[src/rtl/bram_stream_ctrl.sv]
// rtl/bram_stream_ctrl.sv - BRAM fill / read-stream controller with 2-entry output FIFO
//
// Fills a run of BRAM words with a constant pattern, or streams a run of
// words out through a valid/ready port. Word addresses wrap modulo the
// bank depth D = 2^(AW-2).
//
// Ports
//   clk, resetn          clock, asynchronous active-low reset
//   start, mode          command strobe (accepted only when idle); 0 = read, 1 = fill
//   base, len, pattern   first word address, word count, fill data
//   busy, done           command in progress; one-cycle completion pulse
//   br_addr, br_wdata,   bank address, write data, byte write enables
//   br_wren, br_rdata    and registered read data (valid one edge after br_addr)
//   m_data, m_valid,     read-stream output, FIFO head
//   m_ready
module bram_stream_ctrl #(
    parameter int AW = 6
) (
    input  logic          clk,
    input  logic          resetn,
    input  logic          start,
    input  logic          mode,
    input  logic [AW-3:0] base,
    input  logic [AW-2:0] len,
    input  logic [31:0]   pattern,
    output logic          busy,
    output logic          done,
    output logic [AW-3:0] br_addr,
    output logic [31:0]   br_wdata,
    output logic [3:0]    br_wren,
    input  logic [31:0]   br_rdata,
    output logic [31:0]   m_data,
    output logic          m_valid,
    input  logic          m_ready
);

    typedef enum logic [2:0] {
        S_IDLE  = 3'd0,
        S_FILL  = 3'd1,
        S_READ  = 3'd2,
        S_DRAIN = 3'd3,
        S_FIN   = 3'd4
    } state_t;

    localparam logic [AW-2:0] LEN_ONE  = {{(AW-2){1'b0}}, 1'b1};
    localparam logic [AW-3:0] ADDR_ONE = {{(AW-3){1'b0}}, 1'b1};

    state_t        state;
    state_t        state_n;
    logic [AW-2:0] remain;      // words still to write / issue
    logic [AW-3:0] addr_q;      // address of the next word to write / issue
    logic [31:0]   pat_q;
    logic          inflight;    // a read was issued last cycle; br_rdata holds it now
    logic [31:0]   fifo_mem [2];
    logic          rd_ptr;
    logic          wr_ptr;
    logic [1:0]    occ;

    logic          pop;
    logic          push;
    logic [1:0]    occ_after_pop;
    logic          issue;
    logic          write;
    logic          accept;

    assign pop           = (occ != 2'd0) && m_ready;
    assign push          = inflight;
    assign occ_after_pop = occ - {1'b0, pop};
    // Occupancy is counted after this cycle's pop so that a full-rate stream
    // (one entry buffered, one in flight, one leaving) keeps issuing.
    assign issue  = (state == S_READ) && ((occ_after_pop + {1'b0, inflight}) < 2'd2);
    assign write  = (state == S_FILL);
    assign accept = (state == S_IDLE) && start;

    assign busy     = (state != S_IDLE);
    assign done     = (state == S_FIN);
    assign br_addr  = addr_q;
    assign br_wren  = write ? 4'hF : 4'h0;
    assign br_wdata = write ? pat_q : 32'h0;
    assign m_valid  = (occ != 2'd0);
    assign m_data   = fifo_mem[rd_ptr];

    always_comb begin
        state_n = state;
        case (state)
            S_IDLE: begin
                if (start) begin
                    if (len == '0)
                        state_n = S_FIN;
                    else
                        state_n = mode ? S_FILL : S_READ;
                end
            end
            S_FILL:  if (remain == LEN_ONE) state_n = S_FIN;
            S_READ:  if (issue && remain == LEN_ONE) state_n = S_DRAIN;
            // Leave once the last buffered word is being accepted this cycle.
            S_DRAIN: if (!inflight && occ_after_pop == 2'd0) state_n = S_FIN;
            S_FIN:   state_n = S_IDLE;
            default: state_n = S_IDLE;
        endcase
    end

    always_ff @(posedge clk or negedge resetn) begin
        if (!resetn) begin
            state       <= S_IDLE;
            remain      <= '0;
            addr_q      <= '0;
            pat_q       <= '0;
            inflight    <= 1'b0;
            fifo_mem[0] <= '0;
            fifo_mem[1] <= '0;
            rd_ptr      <= 1'b0;
            wr_ptr      <= 1'b0;
            occ         <= 2'd0;
        end else begin
            state    <= state_n;
            inflight <= issue;
            if (accept) begin
                remain <= len;
                addr_q <= base;
                pat_q  <= pattern;
            end else if (issue || write) begin
                remain <= remain - LEN_ONE;
                // Keep the last word's address once the run is exhausted.
                if (remain != LEN_ONE)
                    addr_q <= addr_q + ADDR_ONE;
            end
            if (push) begin
                fifo_mem[wr_ptr] <= br_rdata;
                wr_ptr           <= ~wr_ptr;
            end
            if (pop)
                rd_ptr <= ~rd_ptr;
            occ <= occ + {1'b0, push} - {1'b0, pop};
        end
    end

endmodule

[config.mk]
export PLATFORM = sky130hd
export DESIGN_NAME = bram_stream_ctrl
export DESIGN_NICKNAME = d
export VERILOG_FILES = /design/src/rtl/bram_stream_ctrl.sv
export SDC_FILE = /design/constraint.sdc
export NUM_CORES = 1
export LEC_CHECK = 0
export CAP_MARGIN = 30
export CORE_ASPECT_RATIO = 0.5
export CORE_MARGIN = 2
export CORE_UTILIZATION = 48
export DETAILED_ROUTE_END_ITERATION = 8
export PLACE_DENSITY = 0.85
export SYNTH_ARGS = -nofsm -noshare
export SYNTH_HDL_FRONTEND = slang
export SYNTH_SLANG_ARGS = --single-unit
[constraint.sdc]
create_clock -name clk -period 3.3 [get_ports clk]
set_clock_uncertainty 0.1 [all_clocks]
set_input_delay 0.66 -clock clk [delete_from_list [all_inputs] [get_ports clk]]
set_output_delay 0.66 -clock clk [all_outputs]
set_load 0.01 [all_outputs]
==> results of run 1 <==
## flip-flops by register name (all words and copies together), names as in the netlist
register	cells
fifo_mem	64
pat_q	32
remain	5
br_addr	4
state	3
occ	2
inflight	1
rd_ptr	1
wr_ptr	1
## power groups by stage
stage               registers (mW)  clock network (mW)  logic, mW
floorplan                     2.37                   0       1.95
global placement              2.45                   0       2.99
detailed placement            2.49                   0       3.06
CTS                           2.48                1.92       3.09
global route                  2.58                1.99       3.32
finish                        2.48                1.88       3.06
## layout by cell type (no fill, tap or decap), types with 3 or more instances in the layout
cell	netlist	final
xor2_1	4	4
dfrtp_1	113	113
mux2_2	95	95
a211oi_1	4	4
ha_1	5	5
buf_4	5	10
clkinvlp_4	0	3
nor3_1	4	4
inv_1	6	6
inv_6	0	4
clkinv_4	0	3
clkbuf_16	0	17
nand2_1	105	105
bufinv_16	0	3
nor2_1	9	8
and2_1	33	33
a21oi_1	4	4
nor3b_1	5	5
nor2b_1	4	3
o21ai_0	4	4
clkdlybuf4s50_1	0	151
## cells by family after synthesis
logic type / after synthesis
compound gates: 25
flops: 113
fa+ha+maj: 5
buf+inv: 38
xor+xnor: 7
mux: 96
simple gates: 178
## final timing paths
check                                      start                       end  slack, ps  cells after the start
min                                       resetn     pat_q[22]$_DFFE_PN0P_        210                      1
min in group clk           pat_q[28]$_DFFE_PN0P_     pat_q[28]$_DFFE_PN0P_        360                      2
max reg2reg                     occ[1]$_DFF_PN0_     remain[4]$_DFFE_PN0P_        730                      9
max                         state[1]$_DFFE_PN0P_              br_wdata[15]        270                      5
min reg2reg                pat_q[28]$_DFFE_PN0P_     pat_q[28]$_DFFE_PN0P_        360                      2
max in group asynchronous                 resetn  fifo_mem[55]$_DFFE_PN0P_       2110                      2
## per-layer routing
| layer | vias up | global-route usage |
|---|---|---|
| li1 | 1864 | - |
| met1 | 1900 | 0.2470 |
| met2 | 101 | 0.3680 |
| met3 | 21 | 0.04307 |
| met4 | 0 | 0.08519 |
| met5 | - | 0 |
## per-stage QoR
stage               power [mW]  cells  instance area, um^2  hold slack (ps)  utilization
finish                   7.428    770                 7518            205.2       0.6912
detailed placement       5.552    738                 6900            353.8       0.6343
global placement         5.438    738                 6900            349.5       0.6343
floorplan                4.321    462                 5293            264.4            -
global route             7.883    770                 7518            277.0       0.6912
CTS                      7.491    770                 7518            236.2       0.6912
## final cells by class
class | instances | area, um^2 | share of cell area
clock inverters | 14 | 178.9 | 0.02380
inverters | 6 | 22.52 | 0.002996
clock buffers | 18 | 439.2 | 0.05841
multi-input cells | 311 | 2242 | 0.2982
flip-flops and latches | 113 | 2828 | 0.3761
well taps | 145 | 181.4 | 0.02413
repair buffers | 163 | 1627 | 0.2163
## Yosys cell counts (5+ instances only)
cell	count	area (um^2)
dfrtp_1	113	2828
nand2_1	105	394.1
mux2_2	95	1070
and2_1	33	206.5
clkbuf_1	10	37.54
nor2_1	9	33.78
buf_2	8	40.04
inv_1	6	22.52
buf_4	5	37.54
ha_1	5	62.56
nor3b_1	5	37.54
==> results by group, run 1 <==
Status
  • Outcome: finished, final reports clean

Timing
  • Max-slew violation count: 0
  • RSZ-0062 raised after global routing: false
  • Final Critical Period: 3028 ps
  • Fin. Hold Viols: 0
  • Slew margin rel.: 0.4478
  • Achievable clock frequency: 330.3 MHz
  • Setup TNS: 0 ps
  • Worst Tran Pin Value: 826.3 ps
  • PnR worst setup slack: 272.2 ps
  • Final period utilization: 0.9175
  • Final setup vio count: 0

Yosys
  • Post-synthesis compound-gate area fraction: 0.03428
  • Primary FF master, synth: dfrtp_1
  • Cell Area, Synth: 0.005293 mm^2
  • Yosys warning total: 0
  • Average size of a mapped cell: 11.46 um^2
  • Number of synthesized register bits: 113
  • Async S/R FF share, synth: 1.000
  • Largest family of logic cells by synthesized area: multiplexers
  • Register area share after synthesis: 0.5343
  • Synth Net Count: 545
  • Xor and xnor area share after synthesis: 0.01300
  • Post-Syn Instances: 462
  • Post-synth EDFFs: 0
  • Post-synthesis mux area share: 0.2043
  • Synth Area in Adders: 0.01182
  • Simple-Gate Fraction of Synth Area: 0.1593
  • Count of cell types in the netlist: 48

Clocking
  • Hold_buf cts: 0
  • Post-cts resize count: 0
  • Clk root buf: clkbuf_16
  • Max H-tree Level: 4
  • CTS Buf Count: 17
  • Postcts setup bufs: 0
  • # clock sinks: 113
  • Clock slew at reported path FFs: 50 ps
  • Clock Path Buffers: 2
  • CTS tree: built
  • Clk_lat worst skew: 390 ps

Setup path
  • Critical path cell sequence: nand2b_1 -> nor2_2 -> buf_4 -> and2_1 -> clkdlybuf4s50_1
  • Worst path bufs/invs: 2
  • Slowest CP cell: clkdlybuf4s50_1
  • Worst Path Required: 2540 ps
  • WP data arrival: 2270 ps
  • Setup CP Type: reg2out
  • Critical Path Source Type: flip-flop
  • Crit path capture type: output port
  • Worst path top cell family by delay: buffers and inverters
  • Critical path fanouts, max: 24
  • Worst path max stage delay: 560 ps

Layout
  • Final nets: 695
  • Share of layout cells above drive strength 1: 0.2368
  • # diodes: 0
  • FILL cells: 787
  • P&R area growth vs syn: 42.06%

Place
  • GP Congestion: 0.7690
  • Pre-CTS setup slack: 434.1 ps
  • IO buf count: 152
  • Detailed placement HPWL: 7978 um

Power and ir drop
  • PD cells: 987.9 mW/mm^2
  • VDD IR max: 0.5309 mV
  • Internal power: 5.104 mW
  • Clk pwr share: 0.253
  • Leakage: 3.263 nW
  • Sw frac: 0.3128
  • Sw power: 2.324 mW
  • Sequential share of power: 0.334
  • Combinational share of power: 0.412

Floorplanning
  • FP Rows: 27
  • Die width: 152.5 um
  • Height of the die: 78.25 um
  • Die area: 0.01193 mm^2
  • Initial Util: 0.4865
  • CORE AREA: 0.01088 mm^2
  • IO Pins: 153

Global route
  • Total GRT Usage: 0.2060
  • Initial antenna violation count: 0
  • GR Overflow Total: 0
  • Vias in the first global route: 4087
  • First-pass GRT wire length: 19730 um
  • Largest net degree at the start of global routing: 56

Routing
  • Routed WL per cell: 15.49 um
  • Vias per cell: 5.047
  • Post-route ant nets: 0
  • Pre-Repair DR Iteration Count: 4
  • DR vias: 3886
  • Detailed Route WL: 11930 um
  • Max Used Layer: met4
  • DRC errors left: 0
  • Wire length on met2: 6051 um
  • Met3 Routed Length: 485 um
  • Initial DRC count: 173
  • Met1 WL: 5129 um

Run
  • MaxCap Viol Count: 0

Worst hold path
  • Worst hold-check path type: in2async
Note: power is estimated with default switching activity, not from simulation.
==> inputs of run 2 (changes only) <==
--- a/config.mk
+++ b/config.mk
@@ -10,7 +10,8 @@
 export CORE_MARGIN = 2
 export CORE_UTILIZATION = 48
 export DETAILED_ROUTE_END_ITERATION = 8
-export PLACE_DENSITY = 0.85
+export HOLD_SLACK_MARGIN = 0.03
+export PLACE_DENSITY = 0.81
 export SYNTH_ARGS = -nofsm -noshare
 export SYNTH_HDL_FRONTEND = slang
 export SYNTH_SLANG_ARGS = --single-unit
==> run 2 against run 1 <==
Net effect:
- maximum frequency decreased by 0.78%
- highest routed layer unchanged
- setup slack got worse by 24 ps
- global-route usage increased by 0.059 points
- critical path depth unchanged
- utilization decreased by 0.48 points
- largest power group unchanged
- combinational power decreased by 1%
- sequential share of layout area increased by 0.26 points
- largest cell class unchanged
- die area unchanged
==> results by group, run 2 (synthesized netlist as in run 1, its figures left out) <==
Status
  • Outcome: finished, final reports clean

Floorplanning
  • FP Rows: 27 (unchanged)
  • Die width: 152.5 um (unchanged)
  • Initial Util: 0.4865 (unchanged)
  • Die area: 0.01193 mm^2 (unchanged)
  • Height of the die: 78.25 um (unchanged)
  • CORE AREA: 0.01088 mm^2 (unchanged)
  • IO Pins: 153 (unchanged)

Global route
  • Vias in the first global route: 4080 (-0.17%)
  • GR Overflow Total: 0 (unchanged)
  • Total GRT Usage: 0.2066 (+0.0005913)
  • Initial antenna violation count: 0 (unchanged)
  • First-pass GRT wire length: 19800 um (+0.35%)
  • Largest net degree at the start of global routing: 58 (+3.6%)

Timing
  • Setup TNS: 0 ps (unchanged)
  • Final period utilization: 0.9247 (+0.007189)
  • Final setup vio count: 0 (unchanged)
  • Achievable clock frequency: 327.7 MHz (-0.78%)
  • Final Critical Period: 3051 ps (+23.72 ps)
  • Slew margin rel.: 0.4823 (+0.03447)
  • Fin. Hold Viols: 0 (unchanged)
  • RSZ-0062 raised after global routing: false
  • Worst Tran Pin Value: 765.8 ps (-60.49 ps)
  • Max-slew violation count: 0 (unchanged)

Run
  • MaxCap Viol Count: 0 (unchanged)

Routing
  • Post-route ant nets: 0 (unchanged)
  • Initial DRC count: 167 (-3.5%)
  • Vias per cell: 4.988 (-1.2%)
  • Pre-Repair DR Iteration Count: 4 (unchanged)
  • DRC errors left: 0 (unchanged)
  • Detailed Route WL: 11670 um (-2.1%)
  • DR vias: 3836 (-1.3%)
  • Routed WL per cell: 15.18 um (-2.0%)

Power and ir drop
  • Sw frac: 0.3186 (+0.005720)
  • Leakage: 3.240 nW (-0.71%)
  • Sw power: 2.302 mW (-0.95%)
  • Sequential share of power: 0.345 (+0.011)
  • Clk pwr share: 0.238 (-0.015)
  • Combinational share of power: 0.417 (+0.005)
  • Internal power: 4.923 mW (-3.5%)
  • VDD IR max: 0.5959 mV (+12%)
  • PD cells: 967.7 mW/mm^2 (-2.0%)

Layout
  • Final nets: 694 (-0.14%)
  • Post-layout util: 0.6863 (-0.004831)
  • P&R area growth vs syn: 41.06%
  • # diodes: 0 (unchanged)
  • Largest register by flop count: fifo_mem
  • Commonest non-fill, non-tap cells in the layout: 151 x clkdlybuf4s50_1, 113 x dfrtp_1, 105 x nand2_1
  • Top Registers: fifo_mem x64, pat_q x32, remain x5
  • Final Cell Area: 0.007466 mm^2 (-0.70%)
  • FILL cells: 792 (+0.64%)
  • Commonest non-fill, non-tap cell in the layout: clkdlybuf4s50_1
  • Share of layout cells above drive strength 1: 0.2356 (-0.001223)
  • Max reg flops: 64 (unchanged)

Setup path
  • Setup CP Type: reg2out
  • Worst Path Required: 2540 ps (about the same)
  • Reg-to-Reg Start: occ[1]$_DFF_PN0_
  • Critical path fanouts, max: 33 (+38%)
  • WP data arrival: 2290 ps (+20 ps)
  • Critical Path Source Type: flip-flop
  • Crit path capture type: output port
  • Worst Setup SP: state[1]$_DFFE_PN0P_

Clocking
  • Hold_buf cts: 0 (unchanged)
  • CTS tree: built
  • Clk_lat worst skew: 400 ps (about the same)
  • Post-cts resize count: 0 (unchanged)
  • Clock slew at reported path FFs: 50 ps (about the same)
  • # clock sinks: 113 (unchanged)
  • Clock Path Buffers: 2 (unchanged)
  • Clk root buf: clkbuf_16
  • Max H-tree Level: 4 (unchanged)
  • CTS Buf Count: 17 (unchanged)
  • Postcts setup bufs: 0 (unchanged)

Place
  • Cell Area, Placed: 0.006905 mm^2 (about the same)
  • GP Congestion: 0.8083 (+5.1%)
  • IO buf count: 152 (unchanged)
  • Detailed placement HPWL: 7875 um (-1.3%)

Worst hold path
  • Worst hold-check path type: in2async
run 2: metal layers:
metal	wire length (um)	vias to the layer above	track usage
met1	5238	1891	0.2592
met2	5827	75	0.3586
met4	198	0	0.07130
li1	-	1853	-
met5	0	-	0
met3	408	17	0.04694
run 2: path summary, 6_finish.rpt:
path | endpoint | slack [ps] | cells past startpoint
setup / recovery | br_wdata[12] | 250 | 5
hold / removal | pat_q[6]$_DFFE_PN0P_ | 230 | 1
setup reg to reg | remain[4]$_DFFE_PN0P_ | 770 | 9
hold reg to reg | pat_q[4]$_DFFE_PN0P_ | 360 | 2
max in group asynchronous | pat_q[14]$_DFFE_PN0P_ | 2150 | 2
min in group clk | pat_q[4]$_DFFE_PN0P_ | 360 | 2
run 2: critical path, cell delays in order (launching register included):
cell             delay [ps]
dfrtp_1                 480
nand2b_1                250
nor2_2                  250
buf_12                  210
and2_1                  140
clkdlybuf4s50_1         560
run 2: layout make-up:
class / count / area, um^2 / share of cell area
timing repair buffer: 162 / 1632 / 0.2185
multi-input combinational: 311 / 2242 / 0.3003
clock buffer: 17 / 425.4 / 0.05698
inverter: 6 / 22.52 / 0.003017
tap: 145 / 181.4 / 0.02430
sequential: 113 / 2828 / 0.3787
clock inverter: 15 / 135.1 / 0.01810
run 2: power by group through the flow:
stage	registers [mW]	clock network (mW)	logic, mW
floorplan	2.37	0	1.95
CTS	2.49	1.76	3.06
global placement	2.46	0	2.97
detailed placement	2.51	0	3.04
global route	2.59	1.82	3.31
finish	2.49	1.72	3.02
run 2: metrics by stage:
stage,power (mW),hold slack (ps),setup slack (ps),std cells
2_1_floorplan,4.321,264.4,966.6,462
3_3_place_gp,5.436,348.7,464.2,737
3_5_place_dp,5.552,354.0,436.3,737
4_1_cts,7.310,247.8,245.9,769
5_1_grt,7.722,284.8,123.2,769
6_report,7.225,225.4,248.5,769
==> inputs of run 3 (changes only) <==
--- a/config.mk
+++ b/config.mk
@@ -12,6 +12,7 @@
 export DETAILED_ROUTE_END_ITERATION = 8
 export HOLD_SLACK_MARGIN = 0.03
 export PLACE_DENSITY = 0.81
+export SLEW_MARGIN = 15
 export SYNTH_ARGS = -nofsm -noshare
 export SYNTH_HDL_FRONTEND = slang
 export SYNTH_SLANG_ARGS = --single-unit
==> results of run 3 <==
No change in the layout: final DEF, timing and power equal those of run 2.
